===== config.mk =====
export PLATFORM = sky130hd
export DESIGN_NAME = ram32_arbiter_flat
export DESIGN_NICKNAME = d
export VERILOG_FILES = /design/src/rtl/ram32_arbiter_if.sv /design/src/rtl/ram32_arbiter.sv /design/src/flat_wrapper.sv
export SDC_FILE = /design/constraint.sdc
export NUM_CORES = 1
export LEC_CHECK = 0
export ABC_CLOCK_PERIOD_IN_PS = 3100
export BUFFER_PORTS_ARGS = -buffer_cell sky130_fd_sc_hd__buf_2
export CORE_AREA = 3 3 105 107
export DETAILED_ROUTE_END_ITERATION = 8
export DIE_AREA = 0 0 108 110
export GPL_ROUTABILITY_DRIVEN = 0
export PLACE_DENSITY = 0.52
export SLEW_MARGIN = 20
export SYNTH_ARGS = -nofsm -noshare
export SYNTH_HDL_FRONTEND = slang
export SYNTH_SLANG_ARGS = --single-unit

===== constraint.sdc =====
create_clock -name clk -period 3.1 [get_ports clk]
set_input_delay 0.31 -clock clk [delete_from_list [all_inputs] [get_ports clk]]
set_output_delay 0.31 -clock clk [all_outputs]
set_load 0.02 [all_outputs]

===== src/rtl/ram32_arbiter_if.sv =====
// Bus bundle between the RAM32 arbiter, its three requesters (SERV ibus, SERV dbus, host loader)
// and the RAM32 macro. The arbiter uses the slave modport; the requester/RAM side uses master.
interface ram32_arbiter_if;
  // Host byte loader
  logic        host_req;
  logic        host_we;
  logic [6:0]  host_addr;
  logic [7:0]  host_wdata;
  logic [7:0]  host_rdata;
  logic        host_ack;
  // SERV instruction bus
  logic        ibus_cyc;
  logic [31:0] ibus_adr;
  logic [31:0] ibus_rdt;
  logic        ibus_ack;
  // SERV data bus
  logic        dbus_cyc;
  logic [31:0] dbus_adr;
  logic        dbus_we;
  logic [31:0] dbus_dat;
  logic [3:0]  dbus_sel;
  logic [31:0] dbus_rdt;
  logic        dbus_ack;
  // RAM32 macro port
  logic        ram_en;
  logic [4:0]  ram_a;
  logic [3:0]  ram_we;
  logic [31:0] ram_di;
  logic [31:0] ram_do;
  // Status
  logic [1:0]  grant;
  logic        busy;

  modport slave (
    input  host_req, host_we, host_addr, host_wdata,
    output host_rdata, host_ack,
    input  ibus_cyc, ibus_adr,
    output ibus_rdt, ibus_ack,
    input  dbus_cyc, dbus_adr, dbus_we, dbus_dat, dbus_sel,
    output dbus_rdt, dbus_ack,
    output ram_en, ram_a, ram_we, ram_di,
    input  ram_do,
    output grant, busy
  );

  modport master (
    output host_req, host_we, host_addr, host_wdata,
    input  host_rdata, host_ack,
    output ibus_cyc, ibus_adr,
    input  ibus_rdt, ibus_ack,
    output dbus_cyc, dbus_adr, dbus_we, dbus_dat, dbus_sel,
    input  dbus_rdt, dbus_ack,
    input  ram_en, ram_a, ram_we, ram_di,
    output ram_do,
    input  grant, busy
  );
endinterface


===== src/rtl/ram32_arbiter.sv =====
// Serialises host, SERV dbus and SERV ibus requests onto one RAM32 port (IDLE/ISSUE/RESP).
// Optional macro ARB_ROUND_ROBIN_EN: round-robin between ibus and dbus instead of dbus > ibus.
module ram32_arbiter (
  input  logic                  clk,
  input  logic                  rst_n,
  ram32_arbiter_if.slave        bus,
  output logic [1:0]            dbg_state_o
);

  // Handshake: a requester raises req/cyc with its address/data and holds them unchanged
  // until its one-cycle ack; it drops the request in the cycle after the ack. Requests
  // are only sampled in IDLE, so anything raised during ISSUE/RESP waits for the next IDLE.

  typedef enum logic [1:0] {
    ST_IDLE  = 2'd0,
    ST_ISSUE = 2'd1,
    ST_RESP  = 2'd2
  } state_e;

  localparam logic [1:0] GR_NONE = 2'b00;
  localparam logic [1:0] GR_IBUS = 2'b01;
  localparam logic [1:0] GR_DBUS = 2'b10;
  localparam logic [1:0] GR_HOST = 2'b11;

  state_e      state_q, state_d;
  logic [1:0]  grant_q, grant_d;
  logic [7:0]  host_rdata_q, host_rdata_d;
  logic [1:0]  winner;
  logic        dbus_first;

`ifdef ARB_ROUND_ROBIN_EN
  // 1 = ibus was the last of the two SERV buses served, so dbus goes first on a tie.
  logic last_ibus_q, last_ibus_d;

  always_comb begin
    last_ibus_d = last_ibus_q;
    if (state_q == ST_IDLE) begin
      if (winner == GR_IBUS) begin
        last_ibus_d = 1'b1;
      end else if (winner == GR_DBUS) begin
        last_ibus_d = 1'b0;
      end
    end
  end

  always_ff @(posedge clk) begin
    if (!rst_n) begin
      last_ibus_q <= 1'b1;
    end else begin
      last_ibus_q <= last_ibus_d;
    end
  end

  assign dbus_first = last_ibus_q;
`else
  assign dbus_first = 1'b1;
`endif

  // Host always wins; dbus_first settles an ibus/dbus tie.
  always_comb begin
    winner = GR_NONE;
    if (bus.host_req) begin
      winner = GR_HOST;
    end else if (bus.dbus_cyc && (dbus_first || !bus.ibus_cyc)) begin
      winner = GR_DBUS;
    end else if (bus.ibus_cyc) begin
      winner = GR_IBUS;
    end
  end

  always_comb begin
    state_d = state_q;
    grant_d = grant_q;
    case (state_q)
      ST_IDLE: begin
        if (winner != GR_NONE) begin
          state_d = ST_ISSUE;
          grant_d = winner;
        end
      end
      ST_ISSUE: begin
        state_d = ST_RESP;
      end
      ST_RESP: begin
        state_d = ST_IDLE;
        grant_d = GR_NONE;
      end
      default: begin
        state_d = ST_IDLE;
        grant_d = GR_NONE;
      end
    endcase
  end

  // Host read data is captured from the addressed lane at the end of RESP.
  always_comb begin
    host_rdata_d = host_rdata_q;
    if (state_q == ST_RESP && grant_q == GR_HOST && !bus.host_we) begin
      host_rdata_d = bus.ram_do[{bus.host_addr[1:0], 3'b000} +: 8];
    end
  end

  always_ff @(posedge clk) begin
    if (!rst_n) begin
      state_q      <= ST_IDLE;
      grant_q      <= GR_NONE;
      host_rdata_q <= 8'h00;
    end else begin
      state_q      <= state_d;
      grant_q      <= grant_d;
      host_rdata_q <= host_rdata_d;
    end
  end

  // RAM strobes and acks are gated by rst_n so a reset during ISSUE kills the write at once.
  always_comb begin
    bus.ram_en   = 1'b0;
    bus.ram_a    = 5'd0;
    bus.ram_we   = 4'b0000;
    bus.ram_di   = 32'd0;
    bus.ibus_rdt = 32'd0;
    bus.dbus_rdt = 32'd0;
    bus.ibus_ack = 1'b0;
    bus.dbus_ack = 1'b0;
    bus.host_ack = 1'b0;
    if (rst_n) begin
      case (state_q)
        ST_ISSUE: begin
          bus.ram_en = 1'b1;
          case (grant_q)
            GR_IBUS: begin
              bus.ram_a = bus.ibus_adr[6:2];
            end
            GR_DBUS: begin
              bus.ram_a  = bus.dbus_adr[6:2];
              bus.ram_we = bus.dbus_we ? bus.dbus_sel : 4'b0000;
              bus.ram_di = bus.dbus_dat;
            end
            GR_HOST: begin
              bus.ram_a  = bus.host_addr[6:2];
              bus.ram_we = bus.host_we ? (4'b0001 << bus.host_addr[1:0]) : 4'b0000;
              bus.ram_di = {4{bus.host_wdata}};
            end
            default: begin
              bus.ram_en = 1'b0;
            end
          endcase
        end
        ST_RESP: begin
          bus.ibus_rdt = bus.ram_do;
          bus.dbus_rdt = bus.ram_do;
          bus.ibus_ack = (grant_q == GR_IBUS);
          bus.dbus_ack = (grant_q == GR_DBUS);
          bus.host_ack = (grant_q == GR_HOST);
        end
        default: begin
        end
      endcase
    end
  end

  assign bus.grant      = grant_q;
  assign bus.busy       = (state_q != ST_IDLE);
  assign bus.host_rdata = host_rdata_q;
  assign dbg_state_o    = state_q;

endmodule


===== src/flat_wrapper.sv =====
// flat-port wrapper written by rule: the top's interface ports become plain ports
module ram32_arbiter_flat 
  (clk, rst_n, dbg_state_o, bus_host_req, bus_host_we, bus_host_addr, bus_host_wdata, bus_host_rdata, bus_host_ack, bus_ibus_cyc, bus_ibus_adr, bus_ibus_rdt, bus_ibus_ack, bus_dbus_cyc, bus_dbus_adr, bus_dbus_we, bus_dbus_dat, bus_dbus_sel, bus_dbus_rdt, bus_dbus_ack, bus_ram_en, bus_ram_a, bus_ram_we, bus_ram_di, bus_ram_do, bus_grant, bus_busy);
  ram32_arbiter_if bus_i ();
  input  logic clk;
  input  logic rst_n;
  output logic [1:0] dbg_state_o;
  input wire logic [$bits(bus_i.host_req)-1:0] bus_host_req;
  input wire logic [$bits(bus_i.host_we)-1:0] bus_host_we;
  input wire logic [$bits(bus_i.host_addr)-1:0] bus_host_addr;
  input wire logic [$bits(bus_i.host_wdata)-1:0] bus_host_wdata;
  output wire logic [$bits(bus_i.host_rdata)-1:0] bus_host_rdata;
  output wire logic [$bits(bus_i.host_ack)-1:0] bus_host_ack;
  input wire logic [$bits(bus_i.ibus_cyc)-1:0] bus_ibus_cyc;
  input wire logic [$bits(bus_i.ibus_adr)-1:0] bus_ibus_adr;
  output wire logic [$bits(bus_i.ibus_rdt)-1:0] bus_ibus_rdt;
  output wire logic [$bits(bus_i.ibus_ack)-1:0] bus_ibus_ack;
  input wire logic [$bits(bus_i.dbus_cyc)-1:0] bus_dbus_cyc;
  input wire logic [$bits(bus_i.dbus_adr)-1:0] bus_dbus_adr;
  input wire logic [$bits(bus_i.dbus_we)-1:0] bus_dbus_we;
  input wire logic [$bits(bus_i.dbus_dat)-1:0] bus_dbus_dat;
  input wire logic [$bits(bus_i.dbus_sel)-1:0] bus_dbus_sel;
  output wire logic [$bits(bus_i.dbus_rdt)-1:0] bus_dbus_rdt;
  output wire logic [$bits(bus_i.dbus_ack)-1:0] bus_dbus_ack;
  output wire logic [$bits(bus_i.ram_en)-1:0] bus_ram_en;
  output wire logic [$bits(bus_i.ram_a)-1:0] bus_ram_a;
  output wire logic [$bits(bus_i.ram_we)-1:0] bus_ram_we;
  output wire logic [$bits(bus_i.ram_di)-1:0] bus_ram_di;
  input wire logic [$bits(bus_i.ram_do)-1:0] bus_ram_do;
  output wire logic [$bits(bus_i.grant)-1:0] bus_grant;
  output wire logic [$bits(bus_i.busy)-1:0] bus_busy;
  assign bus_i.host_req = bus_host_req;
  assign bus_i.host_we = bus_host_we;
  assign bus_i.host_addr = bus_host_addr;
  assign bus_i.host_wdata = bus_host_wdata;
  assign bus_host_rdata = bus_i.host_rdata;
  assign bus_host_ack = bus_i.host_ack;
  assign bus_i.ibus_cyc = bus_ibus_cyc;
  assign bus_i.ibus_adr = bus_ibus_adr;
  assign bus_ibus_rdt = bus_i.ibus_rdt;
  assign bus_ibus_ack = bus_i.ibus_ack;
  assign bus_i.dbus_cyc = bus_dbus_cyc;
  assign bus_i.dbus_adr = bus_dbus_adr;
  assign bus_i.dbus_we = bus_dbus_we;
  assign bus_i.dbus_dat = bus_dbus_dat;
  assign bus_i.dbus_sel = bus_dbus_sel;
  assign bus_dbus_rdt = bus_i.dbus_rdt;
  assign bus_dbus_ack = bus_i.dbus_ack;
  assign bus_ram_en = bus_i.ram_en;
  assign bus_ram_a = bus_i.ram_a;
  assign bus_ram_we = bus_i.ram_we;
  assign bus_ram_di = bus_i.ram_di;
  assign bus_i.ram_do = bus_ram_do;
  assign bus_grant = bus_i.grant;
  assign bus_busy = bus_i.busy;
  ram32_arbiter u_core (.clk(clk), .rst_n(rst_n), .bus(bus_i), .dbg_state_o(dbg_state_o));
endmodule

# --- Word-level counts from Yosys, hierarchy flattened ---
# Index checks and enable logic that the tools add are counted.
totals:
  register_bits: 12
  latchBits: 0
  ram_bits: 0
  romBits: 0
  out_inout_bits: 122
  wordCells: 49
  n_memories: 0
classes:
  add_sub_neg: 0
  multipliers: 0
  div_mod_pow: 0
  magnitude_cmp: 0
  n_eq_ne: 6
  shift: 2
  muxes: 29
  bitwise: 1
  n_reduce_logical: 8
ops:
  columns: ["operator", "count"]
  rows:
  - ["two-way mux 32 bit", 4]
  - ["case mux 32 bit (2 select lines)", 1]
  - ["indexed part select 32 x 6 -> 8 bit", 1]
  - ["two-way mux 4 bit", 4]
  - ["case mux 5 bit (3 select lines)", 1]
  - ["two-way mux 1 bit", 10]
  - ["two-way mux 5 bit", 2]
  - ["two-way mux 2 bit", 4]
  - ["case mux 2 bit (2 select lines)", 2]
  - ["case mux 4 bit (2 select lines)", 1]
  - ["== test 2 bit, second input constant", 3]
  - ["== test 2 x 1 -> 1 bit, second input constant", 2]
  - ["nonzero test 2 bit", 2]
  - ["left shift 1 x 2 -> 4 bit, first input constant", 1]
  - ["OR reduction 3 bit", 1]
  - ["logical AND 1 bit", 2]
  - ["logical NOT 2 bit", 1]
  - ["!= test 2 x 1 -> 1 bit, second input constant", 1]
  - ["AND reduction 2 bit", 1]
  - ["logical NOT 1 bit", 1]
  - ["inverter 1 bit", 1]

# --- Logic depth before layout (Yosys ltp) ---
logic_depth:
  ltp_word: 6
  depth_mapped: 6
  mapped_depth_nobuf: 5

# --- Worst setup path before layout ---
# Ideal clock, no wire load.
synth_path:
  kind: "register to output"
  from: "register u_core.state_q[0] (netlist: u_core.dbg_state_o[0])"
  to: "output bus_ibus_rdt[10]"
  t_arrival_ns: 1.484
  path_slack_ns: 1.306
  stages_incl_launch_ff: 7
  cell_sequence: "dfxtp_1 buf_6 and3b_1 buf_6 clkbuf_1 and2_1 buf_4"
synth_between:
  elab_chain_cells: 3
synth_rtl:
  columns: ["item", "line", "source"]
  rows:
  - ["from (decl)", "ram32_arbiter.sv:25", "state_e state_q, state_d;"]
  - ["from (signal assigned)", "ram32_arbiter.sv:109", "state_q <= state_d;"]
  - ["== test 2 bit", null, null]
  - ["two-way mux 32 bit (2 in a row)", null, null]
  - ["to (decl)", "flat_wrapper.sv:16", "output wire logic [$bits(bus_i.ibus_rdt)-1:0] bus_ibus_rdt;"]
# Every way passes these cells.

# --- Worst setup path after layout ---
layout_path:
  from: "register u_core.state_q[1] (netlist: u_core.dbg_state_o[1])"
  to: "output bus_ram_di[8]"
layout_between:
  elab_chain_cells: 3
layout_rtl:
  columns: ["item", "line", "source"]
  rows:
  - ["== test 2 x 1 -> 1 bit", "ram32_arbiter.sv:127", "case (state_q)"]
  - ["two-way mux 32 bit", "ram32_arbiter.sv:127", null]
  - ["two-way mux 32 bit", "ram32_arbiter.sv:126", "if (rst_n) begin"]
  - ["to (decl)", "flat_wrapper.sv:28", "output wire logic [$bits(bus_i.ram_di)-1:0] bus_ram_di;"]
# Every way passes these cells.

==> results.sh <==
export IMPL_rsz0062_at_grt="no"
export IMPL_rrSetupSlack_ns=1.47
export IMPL_dominantRegCellSynth="dfxtp_1"
export IMPL_status="finished, final reports clean"
export IMPL_rr_startpoint="u_core.dbg_state_o[0]$_SDFFE_PN0P_"
export IMPL_cp_max_fo=36
export IMPL_final_cells=551
export IMPL_ant_nets=0
export IMPL_cts_root_buf="clkbuf_8"
export IMPL_grt_pass1_wl_mm=10.9
export IMPL_ir_drop_v=0.0000993
export IMPL_endpoint_kind="output pin"
export IMPL_min_period_ns=2.38
export IMPL_synthToLayoutAreaGrowth_pct=57.4
export IMPL_setup_ws_ns=0.719
export IMPL_hold_buffers=0
export IMPL_ys_warn_count=0
export IMPL_synth_edf_count=0
export IMPL_crit_type="flip-flop to output pin"
export IMPL_ys_types=30
export IMPL_drt_initial_drc_count=90
export IMPL_arrival_ns=2.07
export IMPL_core_area_um2=10200
export IMPL_fin_crit_sh_pct=76.8
export IMPL_fill_cells=1144
export IMPL_synth_xor_area_share_pct=0
export IMPL_die_x_um=108
export IMPL_worstRegToRegCells=4
export IMPL_cap_viol_max_count=0
export IMPL_synth_mux_area_share_pct=13.3
export IMPL_firstDrtPassIters=4
export IMPL_initial_core_util_pct=17.3
export IMPL_hold_slack_ns=0.356
export IMPL_grt_antenna_before_repair=0
export IMPL_cts_tree="yes"
export IMPL_grt_pass1_vias=2090
export IMPL_nets=570
export IMPL_synth_top_area_share_pct=14.8
export IMPL_yosys_area_share_simple_pct=34.5
export IMPL_synth_adder_area_share_pct=0
export IMPL_grt_overflow_total=0
export IMPL_netlist_top_cells_area="buf_4 15%, dfxtp_1 14%, and2_1 12%"
export IMPL_cts_sink_count=12
export IMPL_cts_inserted_buffers=3
export IMPL_slew_violations=0
export IMPL_num_antenna_cells=0
export IMPL_slew_headroom_pct=35.4
export IMPL_dp_slack_ns=0.934
export IMPL_ys_ff_latch=12
export IMPL_timing_rr_end="u_core.bus.host_rdata[6]$_SDFFE_PN0P_"
export IMPL_yosysTopAreaCell="buf_4"
export IMPL_synth_most_common_cell="a21oi_1"
export IMPL_path_clk_slew_ns=0.06
export IMPL_wl_per_cell_um=14.3
export IMPL_tightest_slew_ns=0.968
export IMPL_dpl_hpwl_mm=6.75
export IMPL_p_per_area_nw_per_um2=232
export IMPL_grt_use_total_pct=11.5
export IMPL_synth_avg_cell_area_um2=7.51
export IMPL_ctsHtreeMaxLevel=1
export IMPL_syn_nets=390
export IMPL_synthTopCellsByCount="37 x a21oi_1, 35 x buf_4, 33 x and2_1, 32 x nand2b_1, 12 x dfxtp_1"
export IMPL_setup_viol=0
export IMPL_fp_dieH_um=110
export IMPL_synth_top_family_by_area="simple AND/OR/NAND/NOR gates"
export IMPL_io_buffers=221
export IMPL_row_count=37
export IMPL_power_leakage_nw=1.66
export IMPL_placed_cells=547
export IMPL_async_flop_share_pct=0
export IMPL_hold_path_class="input port to flip-flop"
export IMPL_drive_gt1_share_pct=58.8
export IMPL_hold_path_startpoint="bus_host_req"
export IMPL_startpoint_type="flip-flop"
export IMPL_io_pins=276
export IMPL_viasPerCell=4.16
export IMPL_grt_start_max_net_pins=49
export IMPL_hold_end="u_core.bus.grant[0]$_SDFFE_PN0P_"
export IMPL_dieArea_um2=11900
export IMPL_cts_setup_buffers=0
export IMPL_cp_required_ns=2.79
export IMPL_wirelength_mm=7.85
export IMPL_setup_tns_final_ns=0
export IMPL_finalHoldViolCount=0
export IMPL_synth_seq_area_share_pct=13.5
export IMPL_fmax_mhz=420
export IMPL_vias=2291
export IMPL_clk_latency_ns=0.24
export IMPL_synth_compound_area_share_pct=18.8
export IMPL_cts_resized=0
export IMPL_fin_skew_ns=0.00328
export IMPL_syn_area_um2=1770
export IMPL_drc=0
export IMPL_netlist_instances=236
export IMPL_clock_path_buffers=2
export IMPL_hold_depth=2
export IMPL_report_power_total_w=0.000646
state kept, by name (all words and copies together) (netlist names):
register	cells
u_core.bus.grant	2
u_core.bus.host_rdata	8
u_core.dbg_state_o	2
metal layers:
metal  vias to the layer above  share of wire [%]  track usage, %  wire (um)
met5                         -                  0               0          0
met4                         0               0.69            2.25         54
met3                         4                7.1            2.39        557
met2                        94                 48            18.6       3770
li1                       1137                  -               -          -
met1                      1056                 44            16.0       3470
kinds of logic after synthesis:
family          Yosys count
compound gates           55
buf+inv                  53
flops                    12
mux                      13
simple gates            103
how the worst max path moves through the flow:
stage | from | slack [ns] | cells after the start | endpoint
2_1_floorplan | u_core.dbg_state_o[0]$_SDFFE_PN0P_ | 1.31 | 6 | bus_ibus_rdt[10]
3_3_place_gp | rst_n | 0.96 | 7 | bus_ram_di[8]
3_5_place_dp | rst_n | 0.93 | 7 | bus_ram_di[8]
4_1_cts | u_core.dbg_state_o[1]$_SDFFE_PN0P_ | 0.68 | 6 | bus_ram_di[8]
5_1_grt | u_core.dbg_state_o[1]$_SDFFE_PN0P_ | 0.52 | 6 | bus_ram_di[8]
6_report | u_core.dbg_state_o[1]$_SDFFE_PN0P_ | 0.72 | 6 | bus_ram_di[8]
worst max-delay path: stages (launching register included):
cell and delay [ns]:
dfxtp_1 0.33, and2b_1 0.21, nand2_1 0.23, inv_1 0.16
nand2_2 0.36, a21oi_1 0.31, buf_2 0.21
where the power goes:
part	switching, W	total, W	internal [W]	leakage (nW)
combinational	0.000166	0.000303	0.000137	1.53
sequential	0.00000602	0.000166	0.000160	0.0977
clock	0.0000657	0.000178	0.000112	0.0288
total	0.000238	0.000646	0.000409	1.66
placed cells by master (no fill, tap or decap):
master / count
a21oi_1: 37
a22o_1: 8
a22oi_1: 5
and2_1: 33
and2b_1: 1
and3_1: 1
and3b_1: 2
buf_2: 221
buf_4: 3
clkbuf_8: 4
dfxtp_1: 12
inv_1: 4
mux2_2: 5
mux4_2: 8
nand2_1: 11
nand2_2: 1
nand2b_1: 32
nand3_1: 5
nand3b_1: 2
nor2_1: 8
nor2b_1: 2
nor3_1: 2
nor3b_4: 1
o21ai_0: 1
o21bai_1: 2
o311a_1: 1
o41a_1: 1
or2_2: 1
or3b_1: 1
through the flow:
step	cell area (um^2)	utilization, %
after floorplan	1770	-
after global routing	2790	27.3
final	2790	27.3
after detailed placement	2740	26.7
after global placement	2740	26.7
after CTS	2790	27.3
final cells by class:
| class | count | area, um^2 | share of cell area, % |
|---|---|---|---|
| clock buffer | 4 | 55.1 | 1.97 |
| timing repair buffer | 224 | 1130 | 40.4 |
| inverter | 4 | 15.0 | 0.538 |
| tap | 136 | 170 | 6.10 |
| sequential | 12 | 240 | 8.61 |
| multi-input combinational | 171 | 1180 | 42.4 |
(Power assumes the default switching activity.)
